`config.mk`:
```
export PLATFORM = sky130hd
export DESIGN_NAME = cgra_clkgate_ctrl_flat
export DESIGN_NICKNAME = d
export VERILOG_FILES = /design/src/rtl/cgra_clkgate_pkg.sv /design/src/rtl/cgra_clkgate_ctrl_if.sv /design/src/rtl/cgra_clkgate_dom_fsm.sv /design/src/rtl/cgra_clkgate_ctrl.sv /design/src/flat_wrapper.sv
export SDC_FILE = /design/constraint.sdc
export NUM_CORES = 1
export LEC_CHECK = 0
export BUFFER_PORTS_ARGS = -buffer_cell sky130_fd_sc_hd__buf_4
export CORE_ASPECT_RATIO = 0.8
export CORE_MARGIN = 2
export CORE_UTILIZATION = 54
export DETAILED_ROUTE_END_ITERATION = 7
export PLACE_DENSITY = 0.73
export SLEW_MARGIN = 20
export SYNTH_ARGS = -nofsm -noshare
export SYNTH_HDL_FRONTEND = slang
export SYNTH_SLANG_ARGS = --single-unit
export TNS_END_PERCENT = 30
```
`constraint.sdc`:
```
create_clock -name clk_i -period 2.4 [get_ports clk_i]
set_input_delay 0.12 -clock clk_i [delete_from_list [all_inputs] [get_ports clk_i]]
set_output_delay 0.12 -clock clk_i [all_outputs]
set_load 0.02 [all_outputs]
```
`src/rtl/cgra_clkgate_pkg.sv`:
```
// Shared types and defaults for the CGRA per-domain clock-gating controller.
package cgra_clkgate_pkg;

    typedef enum logic [1:0] {CG_OFF, CG_WAKE, CG_ON, CG_DRAIN} cg_state_e;

    localparam logic [7:0] CG_IDLE_THR_RST = 8'd16;
    localparam int         CG_IDLE_W_DEF   = 8;

endpackage

```
`src/rtl/cgra_clkgate_ctrl_if.sv`:
```
// Request/activity/config inputs and enable/ack/count outputs of the clock-gating controller.
interface cgra_clkgate_ctrl_if
    import cgra_clkgate_pkg::*;
#(
    parameter int N_DOM  = 4,
    parameter int IDLE_W = CG_IDLE_W_DEF
);
    logic [N_DOM-1:0]             req_i;
    logic [N_DOM-1:0]             busy_i;
    logic                         force_en_i;
    logic                         cfg_we_i;
    logic [IDLE_W-1:0]            cfg_idle_thr_i;
    logic [N_DOM-1:0]             en_o;
    logic [N_DOM-1:0]             ack_o;
    logic [$clog2(N_DOM+1)-1:0]   active_cnt_o;

    modport master (
        output req_i, busy_i, force_en_i, cfg_we_i, cfg_idle_thr_i,
        input  en_o, ack_o, active_cnt_o
    );

    modport slave (
        input  req_i, busy_i, force_en_i, cfg_we_i, cfg_idle_thr_i,
        output en_o, ack_o, active_cnt_o
    );
endinterface

```
`src/rtl/cgra_clkgate_dom_fsm.sv`:
```
// One gated domain: OFF/WAKE/ON/DRAIN sequencing with wake and idle counters.
module cgra_clkgate_dom_fsm
    import cgra_clkgate_pkg::*;
#(
    parameter int IDLE_W   = CG_IDLE_W_DEF,
    parameter int WAKE_CYC = 2
)(
    input  logic              clk_i,
    input  logic              rst_ni,
    input  logic              req_i,
    input  logic              busy_i,
    input  logic              force_en_i,
    input  logic [IDLE_W-1:0] idle_thr_i,
    output logic              en_o,
    output logic              ack_o
);
    localparam int WW = (WAKE_CYC > 1) ? $clog2(WAKE_CYC) : 1;

    cg_state_e         state_q;
    logic [WW-1:0]     wake_cnt_q;
    logic [IDLE_W-1:0] idle_cnt_q;
    logic              act;

    assign act = req_i | busy_i | force_en_i;

    always_ff @(posedge clk_i or negedge rst_ni) begin
        if (!rst_ni) begin
            state_q    <= CG_OFF;
            wake_cnt_q <= '0;
            idle_cnt_q <= '0;
            en_o       <= 1'b0;
            ack_o      <= 1'b0;
        end else begin
            unique case (state_q)
                CG_OFF: begin
                    if (req_i | force_en_i) begin
                        state_q    <= CG_WAKE;
                        en_o       <= 1'b1;
                        wake_cnt_q <= WW'(WAKE_CYC - 1);
                    end
                end
                // A request dropping here does not abort: the gate is already opening.
                CG_WAKE: begin
                    if (wake_cnt_q == '0) begin
                        state_q    <= CG_ON;
                        ack_o      <= 1'b1;
                        idle_cnt_q <= idle_thr_i;
                    end else begin
                        wake_cnt_q <= wake_cnt_q - 1'b1;
                    end
                end
                CG_ON: begin
                    if (act) idle_cnt_q <= idle_thr_i;
                    else     state_q    <= CG_DRAIN;
                end
                // Activity takes priority over expiry so a late pulse never loses the clock.
                CG_DRAIN: begin
                    if (act) begin
                        state_q    <= CG_ON;
                        idle_cnt_q <= idle_thr_i;
                    end else if (idle_cnt_q == IDLE_W'(1)) begin
                        state_q <= CG_OFF;
                        en_o    <= 1'b0;
                        ack_o   <= 1'b0;
                    end else begin
                        idle_cnt_q <= idle_cnt_q - 1'b1;
                    end
                end
                default: state_q <= CG_OFF;
            endcase
        end
    end

endmodule

```
`src/rtl/cgra_clkgate_ctrl.sv`:
```
// Clock-gating controller: idle threshold register, N_DOM domain FSMs and enable population count.
module cgra_clkgate_ctrl
    import cgra_clkgate_pkg::*;
#(
    parameter int N_DOM    = 4,
    parameter int IDLE_W   = CG_IDLE_W_DEF,
    parameter int WAKE_CYC = 2
)(
    input  logic               clk_i,
    input  logic               rst_ni,
    cgra_clkgate_ctrl_if.slave bus
);
    localparam int CW = $clog2(N_DOM + 1);

    logic [IDLE_W-1:0] idle_thr_q;
    logic [N_DOM-1:0]  en;
    logic [N_DOM-1:0]  ack;
    logic [CW-1:0]     cnt;

    // Zero is stored as 1 so a drain always lasts at least one countdown cycle.
    always_ff @(posedge clk_i or negedge rst_ni) begin
        if (!rst_ni)
            idle_thr_q <= IDLE_W'(CG_IDLE_THR_RST);
        else if (bus.cfg_we_i)
            idle_thr_q <= (bus.cfg_idle_thr_i == '0) ? IDLE_W'(1) : bus.cfg_idle_thr_i;
    end

    for (genvar d = 0; d < N_DOM; d++) begin : g_dom
        cgra_clkgate_dom_fsm #(
            .IDLE_W   (IDLE_W),
            .WAKE_CYC (WAKE_CYC)
        ) u_fsm (
            .clk_i      (clk_i),
            .rst_ni     (rst_ni),
            .req_i      (bus.req_i[d]),
            .busy_i     (bus.busy_i[d]),
            .force_en_i (bus.force_en_i),
            .idle_thr_i (idle_thr_q),
            .en_o       (en[d]),
            .ack_o      (ack[d])
        );
    end

    // Count is derived only from the enable flops, so it tracks en_o exactly and clears with reset.
    always_comb begin
        cnt = '0;
        for (int d = 0; d < N_DOM; d++) cnt = cnt + CW'(en[d]);
    end

    assign bus.en_o         = en;
    assign bus.ack_o        = ack;
    assign bus.active_cnt_o = cnt;

endmodule

```
`src/flat_wrapper.sv`:
```
// flat-port wrapper written by rule: the top's interface ports become plain ports
module cgra_clkgate_ctrl_flat import cgra_clkgate_pkg::*;
#(
    parameter int N_DOM    = 4,
    parameter int IDLE_W   = CG_IDLE_W_DEF,
    parameter int WAKE_CYC = 2
)
  (clk_i, rst_ni, bus_req_i, bus_busy_i, bus_force_en_i, bus_cfg_we_i, bus_cfg_idle_thr_i, bus_en_o, bus_ack_o, bus_active_cnt_o);
  cgra_clkgate_ctrl_if #(.N_DOM(N_DOM), .IDLE_W(IDLE_W)) bus_i ();
  input  logic clk_i;
  input  logic rst_ni;
  input wire logic [$bits(bus_i.req_i)-1:0] bus_req_i;
  input wire logic [$bits(bus_i.busy_i)-1:0] bus_busy_i;
  input wire logic [$bits(bus_i.force_en_i)-1:0] bus_force_en_i;
  input wire logic [$bits(bus_i.cfg_we_i)-1:0] bus_cfg_we_i;
  input wire logic [$bits(bus_i.cfg_idle_thr_i)-1:0] bus_cfg_idle_thr_i;
  output wire logic [$bits(bus_i.en_o)-1:0] bus_en_o;
  output wire logic [$bits(bus_i.ack_o)-1:0] bus_ack_o;
  output wire logic [$bits(bus_i.active_cnt_o)-1:0] bus_active_cnt_o;
  assign bus_i.req_i = bus_req_i;
  assign bus_i.busy_i = bus_busy_i;
  assign bus_i.force_en_i = bus_force_en_i;
  assign bus_i.cfg_we_i = bus_cfg_we_i;
  assign bus_i.cfg_idle_thr_i = bus_cfg_idle_thr_i;
  assign bus_en_o = bus_i.en_o;
  assign bus_ack_o = bus_i.ack_o;
  assign bus_active_cnt_o = bus_i.active_cnt_o;
  cgra_clkgate_ctrl #(.N_DOM(N_DOM), .IDLE_W(IDLE_W), .WAKE_CYC(WAKE_CYC)) u_core (.clk_i(clk_i), .rst_ni(rst_ni), .bus(bus_i));
endmodule
```
Word level (Yosys, flattened, before mapping)
Cells that the tools add are included.
{"block": "classes", "addsub": 11, "n_reduce_logical": 41, "n_eq_ne": 48, "bitwise": 12, "muxes": 77}
{"cell": "2-to-1 mux 8 bit", "n": 17}
{"cell": "one-hot mux 8 bit (3 select lines)", "n": 4}
{"cell": "AND reduction 4 bit", "n": 16}
{"cell": "!= test 2 bit, second input constant", "n": 24}
{"cell": "2-to-1 mux 2 bit", "n": 20}
{"cell": "== test 8 x 1 -> 1 bit, second input constant", "n": 4}
{"cell": "one-hot mux 2 bit (4 select lines)", "n": 4}
{"cell": "subtractor 8 x 1 -> 8 bit, second input constant", "n": 4}
{"cell": "!= test 3 bit, second input constant", "n": 8}
{"cell": "one-hot mux 1 bit (2 select lines)", "n": 12}
{"cell": "nonzero test 2 bit", "n": 12}
{"cell": "2-to-1 mux 1 bit", "n": 20}
{"cell": "== test 2 bit, second input constant", "n": 8}
{"cell": "OR 1 bit", "n": 12}
{"cell": "nonzero test 3 bit", "n": 4}
{"cell": "== test 2 x 1 -> 1 bit, second input constant", "n": 4}
{"cell": "logical NOT 2 bit", "n": 4}
{"cell": "logical NOT 8 bit", "n": 1}
{"cell": "AND reduction 2 bit", "n": 4}
{"cell": "adder 3 x 1 -> 3 bit", "n": 2}
{"cell": "subtractor 1 bit, second input constant", "n": 4}
{"cell": "adder 1 x 1 -> 2 bit", "n": 1}
{"block": "word_totals", "register_bits": 60, "inputBits": 20, "output_inout_bits": 11, "word_cells": 210}

Logic depth before layout (Yosys ltp)
{"block": "depth", "word_depth": 4, "mapped_depth": 7}

Hierarchy
Synthesis repeated with hierarchy kept, for this count alone.
{"block": "hier_totals", "hier_cells": 380, "area_unflattened_um2": 3771.1}
{"mod": "cgra_clkgate_dom_fsm", "instances": 4, "seq_area_each_um2": 325.3, "area_per_inst_um2": 845.8, "cells_each": 88}
{"mod": "cgra_clkgate_ctrl", "instances": 1, "seq_area_each_um2": 201.4, "area_per_inst_um2": 387.9, "cells_each": 28}

Worst setup path before layout
OpenSTA, ideal clock, no wires.
{"block": "synth_path", "kind": "flip-flop to flip-flop", "from": "register u_core.g_dom[3].u_fsm.idle_cnt_q[1]", "to": "register u_core.g_dom[3].u_fsm.idle_cnt_q[1]", "stages_incl_launch_ff": 7, "arrival_ns": 1.814, "n_path_buf": 0, "synth_period_minus_slack_ns": 1.939, "path_slack_ns": 0.461, "path_cell_list": "dfrtp_1 -> inv_1 -> ha_1 -> or3b_2 -> nor4_4 -> nor2_2 -> mux2_4"}
{"block": "synth_between", "elab_chain_cells": 4}
{"item": "from (decl)", "line": "cgra_clkgate_dom_fsm.sv:21", "source": "logic [IDLE_W-1:0] idle_cnt_q;"}
{"item": "from (signal assigned)", "line": "cgra_clkgate_dom_fsm.sv:47", "source": "idle_cnt_q <= idle_thr_i;"}
{"item": "from (signal assigned)", "line": "cgra_clkgate_dom_fsm.sv:53", "source": "if (act) idle_cnt_q <= idle_thr_i;"}
{"item": "from (signal assigned)", "line": "cgra_clkgate_dom_fsm.sv:60", "source": "idle_cnt_q <= idle_thr_i;"}
{"item": "subtractor 8 x 1 -> 8 bit", "line": "cgra_clkgate_dom_fsm.sv:66", "source": "idle_cnt_q <= idle_cnt_q - 1'b1;"}
{"item": "2-to-1 mux 8 bit", "line": "cgra_clkgate_dom_fsm.sv:61", "source": "end else if (idle_cnt_q == IDLE_W'(1)) begin"}
{"item": "2-to-1 mux 8 bit", "line": "cgra_clkgate_dom_fsm.sv:58", "source": "if (act) begin"}
{"item": "one-hot mux 8 bit (3 select lines)", "line": "cgra_clkgate_dom_fsm.sv:34", "source": "unique case (state_q)"}
Parallel ways exist; a longest one is shown, timed or not. The select of a mux whose other input is x is not followed.
A chain may end at the register's enable or synchronous reset.

Final worst setup path
{"block": "layout_path", "from": "register u_core.g_dom[0].u_fsm.idle_cnt_q[1]", "to": "register u_core.g_dom[0].u_fsm.idle_cnt_q[3]"}
{"block": "layout_between", "elab_chain_cells": 4}
{"item": "from (decl)", "line": "cgra_clkgate_dom_fsm.sv:21"}
{"item": "from (signal assigned)", "line": "cgra_clkgate_dom_fsm.sv:47"}
{"item": "from (signal assigned)", "line": "cgra_clkgate_dom_fsm.sv:53"}
{"item": "from (signal assigned)", "line": "cgra_clkgate_dom_fsm.sv:60"}
{"item": "subtractor 8 x 1 -> 8 bit", "line": "cgra_clkgate_dom_fsm.sv:66"}
{"item": "2-to-1 mux 8 bit", "line": "cgra_clkgate_dom_fsm.sv:61"}
{"item": "2-to-1 mux 8 bit", "line": "cgra_clkgate_dom_fsm.sv:58"}
{"item": "one-hot mux 8 bit (3 select lines)", "line": "cgra_clkgate_dom_fsm.sv:34"}
Parallel ways exist; a longest one is shown, timed or not. The select of a mux whose other input is x is not followed.

==> flow_metrics.tcl <==
set metrics [dict create \
    worstHoldStart "bus_cfg_idle_thr_i[1]" \
    synth_edf_count 0 \
    rows 27 \
    tightest_slew_ns 0.754 \
    core_area_um2 6790 \
    cts-resized-gates 0 \
    vias_per_cell 6.45 \
    first_iter_violations 210 \
    cts_tree "built" \
    die_y_um 78.5 \
    clk_latency_ns 0.34 \
    place.gp.congestion 0.922 \
    grt_pass1_vias 3204 \
    htreeDepth 3 \
    holdBufCountCts 2 \
    finalPower_mw 3.48 \
    yosysWarnings 0 \
    finalCriticalPeriod_ns 2.12 \
    antenna_found_initial 0 \
    grt-ovfl-total 0 \
    synth-main-ff-cell "dfrtp_1" \
    drv_cap 0 \
    timing.rr.end "u_core.g_dom[0].u_fsm.idle_cnt_q[3]" \
    max_freq_mhz 472 \
    hold_depth 2 \
    r2r_slack_ns 0.28 \
    start_util_pct 55.1 \
    hold_class "input pin to flip-flop" \
    slowest_delay_ns 0.51 \
    p_comb_share_pct 31.6 \
    syn-num-nets 431 \
    layout-drive-gt1-share_pct 17.7 \
    post_dp_cell_area_um2 3950 \
    cts_buffers 9 \
    die-area_um2 7620 \
    clock_path_buffers 2 \
    cts-root-buf "clkbuf_8" \
    rsz0062_at_grt "false" \
    crit_required_ns 2.60 \
    wl_um 9230 \
    reg2regPathDepth 6 \
    path_cells "inv_1 -> ha_1 -> or4b_1 -> o21ai_2 -> and2_1 -> o211ai_2" \
    clock-sinks 60 \
    cts_setup_buffers 0 \
    async_reset_ff_share_pct 100 \
    r2r_start "u_core.g_dom[0].u_fsm.idle_cnt_q[1]" \
    p_sw_mw 1.39 \
    critPathSlowestCell "or4b_1" \
    power.leakage_nw 1.62 \
    areaGrowthSynthToFinish_pct 10.4 \
    fin_setup_tns_ns 0 \
    final_common_cell "dfrtp_1" \
    grt_start_max_net_pins 61 \
    finalSetupViolations 0 \
    dp.cells 494 \
    portBuffers 30 \
    critPathCaptureType "flip-flop" \
    hold-path-endpoint "u_core.idle_thr_q[1]" \
    yosysUniqueCellTypes 73 \
    ant_nets 0 \
    instances_no_fill 511 \
    fin_area_um2 4130 \
    syn_avg_cell_area_um2 9.36 \
    multi_input_area_um2 2030 \
    num_antenna_cells 0 \
    firstDrtPassIters 5 \
    cp_data_arrival_time_ns 2.32 \
    p_sw_share_pct 40.0 \
    final_cell_mix "dfrtp_1, nor2_1, buf_4, o21ai_0" \
    internal_power_mw 2.09 \
    timing.final.hold_violations 0 \
    skew_ns 0.00674 \
    die_x_um 97.1 \
    ff_latch_area_um2 1500 \
    status "complete, no violations" \
    seq_area_frac_synth_pct 40.1 \
    worst_slack_ns 0.281 \
    synth_area_um2 3740 \
    start_kind "flip-flop" \
    fin_crit_sh_pct 88.3 \
    io_pins 31 \
    wl_per_cell_um 18.1 \
    grt_pass1_wl_um 15600 \
    power.density_nw_per_um2 841 \
    synth_seq_cells 60 \
    drc 0 \
    num_vias 3297 \
    dp_slack_ns 0.337 \
    p_clk_share_pct 22.1 \
    peakVddDrop_mv 0.335 \
    nets 451 \
    nFillCells 569 \
    worstSetupPathType "flip-flop to flip-flop" \
    seqPwrFrac_pct 46.3 \
    track_usage_pct 25.5 \
    slew_violations 0 \
    cp_max_fo 8 \
    clk_pin_slew_worst_paths_ns 0.07 \
    synthCells 400 \
    slew_headroom_pct 49.7 \
    dp_hpwl_um 6560 \
]
[layout make-up]
cell class,instances,area share (%)
clock buffer,10,3.09
timing repair buffer,34,6.30
sequential,60,36.4
clock inverter,5,0.727
inverter,20,1.82
tap,87,2.63
multi-input combinational,295,49.1
[logic make-up after synthesis]
| logic type | count (synthesis) | synth area share, % |
|---|---|---|
| AOI/OAI and AO/OA | 124 | 23.8 |
| adders and majority gates | 11 | 3.88 |
| buffers and inverters | 45 | 5.72 |
| DFF | 60 | 40.1 |
| muxes | 16 | 4.71 |
| and+or+nand+nor | 144 | 21.8 |
[flip-flops by register name, summed over array words and instances, names as in the netlist]
name,flops
u_core.g_dom.u_fsm.en_o,4
u_core.g_dom.u_fsm.ack_o,4
u_core.g_dom.u_fsm.wake_cnt_q,4
u_core.g_dom.u_fsm.idle_cnt_q,32
u_core.idle_thr_q,8
u_core.g_dom.u_fsm.state_q,8
[synth_stat cells (all sizes together) (3+ instances only)]
| master | number | area [µm²] |
|---|---|---|
| inv | 20 | 75.1 |
| o22ai | 4 | 25.0 |
| a22oi | 6 | 50.1 |
| and2 | 3 | 18.8 |
| o41a | 3 | 33.8 |
| nand3 | 15 | 75.1 |
| or2 | 6 | 37.5 |
| nor2b | 3 | 18.8 |
| buf | 15 | 101 |
| a2bb2oi | 5 | 43.8 |
| nand2 | 20 | 75.1 |
| nor2 | 38 | 150 |
| nor4 | 13 | 111 |
| nor3 | 12 | 60.1 |
| dfrtp | 59 | 1480 |
| a31oi | 6 | 37.5 |
| ha | 10 | 125 |
| o211ai | 10 | 85.1 |
| mux2 | 10 | 116 |
| a211oi | 4 | 30.0 |
| or4 | 6 | 45.0 |
| mux2i | 6 | 60.1 |
| or4b | 3 | 33.8 |
| o31ai | 3 | 22.5 |
| o22a | 3 | 26.3 |
| or3b | 4 | 35.0 |
| or3 | 7 | 43.8 |
| o311ai | 5 | 43.8 |
| a22o | 5 | 43.8 |
| nand2b | 6 | 45.0 |
| nand4 | 3 | 18.8 |
| clkbuf | 10 | 37.5 |
| a21oi | 14 | 73.8 |
| a32o | 4 | 40.0 |
| o21ai | 33 | 169 |
[power by group through the flow]
stage          Combinational (mW)  Clock (mW)  Sequential [mW]
2_1_floorplan               0.930           0             1.47
3_3_place_gp                 1.06           0             1.60
3_5_place_dp                 1.09           0             1.61
4_1_cts                      1.09       0.793             1.60
5_1_grt                      1.22       0.835             1.66
6_report                     1.10       0.768             1.61
[stage by stage]
stage / util, % / hold slack, ns
global route: 60.8 / 0.00881
global placement: 58.2 / 0.246
CTS: 60.8 / 0.00515
finish: 60.8 / 0.0207
detailed placement: 58.2 / 0.249
floorplan: - / -0.176
[routing by layer]
layer | routed length, µm | up-vias | track usage, %
met5 | 0 | - | 0
met4 | 243 | 0 | 11.8
met3 | 524 | 24 | 6.50
met2 | 4260 | 117 | 38.2
met1 | 4200 | 1604 | 34.9
li1 | - | 1552 | -
[critical path: cells and delay by family (launching register included)]
kind | cells | cell delay, ns
buffers and inverters | 1 | 0.09
AO/OA/AOI/OAI | 2 | 0.45
flip-flops | 1 | 0.41
adder cells (fa/ha/maj) | 1 | 0.15
AND/OR/NAND/NOR | 2 | 0.88
[how the worst max path moves through the flow]
stage	to	slack, ns	startpoint
6_report	u_core.g_dom[0].u_fsm.idle_cnt_q[3]	0.28	u_core.g_dom[0].u_fsm.idle_cnt_q[1]
3_5_place_dp	u_core.g_dom[0].u_fsm.idle_cnt_q[3]	0.34	u_core.g_dom[0].u_fsm.idle_cnt_q[1]
4_1_cts	bus_active_cnt_o[1]	0.31	u_core.g_dom[1].u_fsm.en_o
5_1_grt	u_core.g_dom[1].u_fsm.idle_cnt_q[7]	0.17	u_core.g_dom[1].u_fsm.state_q[1]
3_3_place_gp	u_core.g_dom[1].u_fsm.idle_cnt_q[7]	0.45	u_core.g_dom[1].u_fsm.state_q[1]
2_1_floorplan	u_core.g_dom[3].u_fsm.idle_cnt_q[1]	0.46	u_core.g_dom[3].u_fsm.idle_cnt_q[1]
Power figures use the tool's default switching activity.
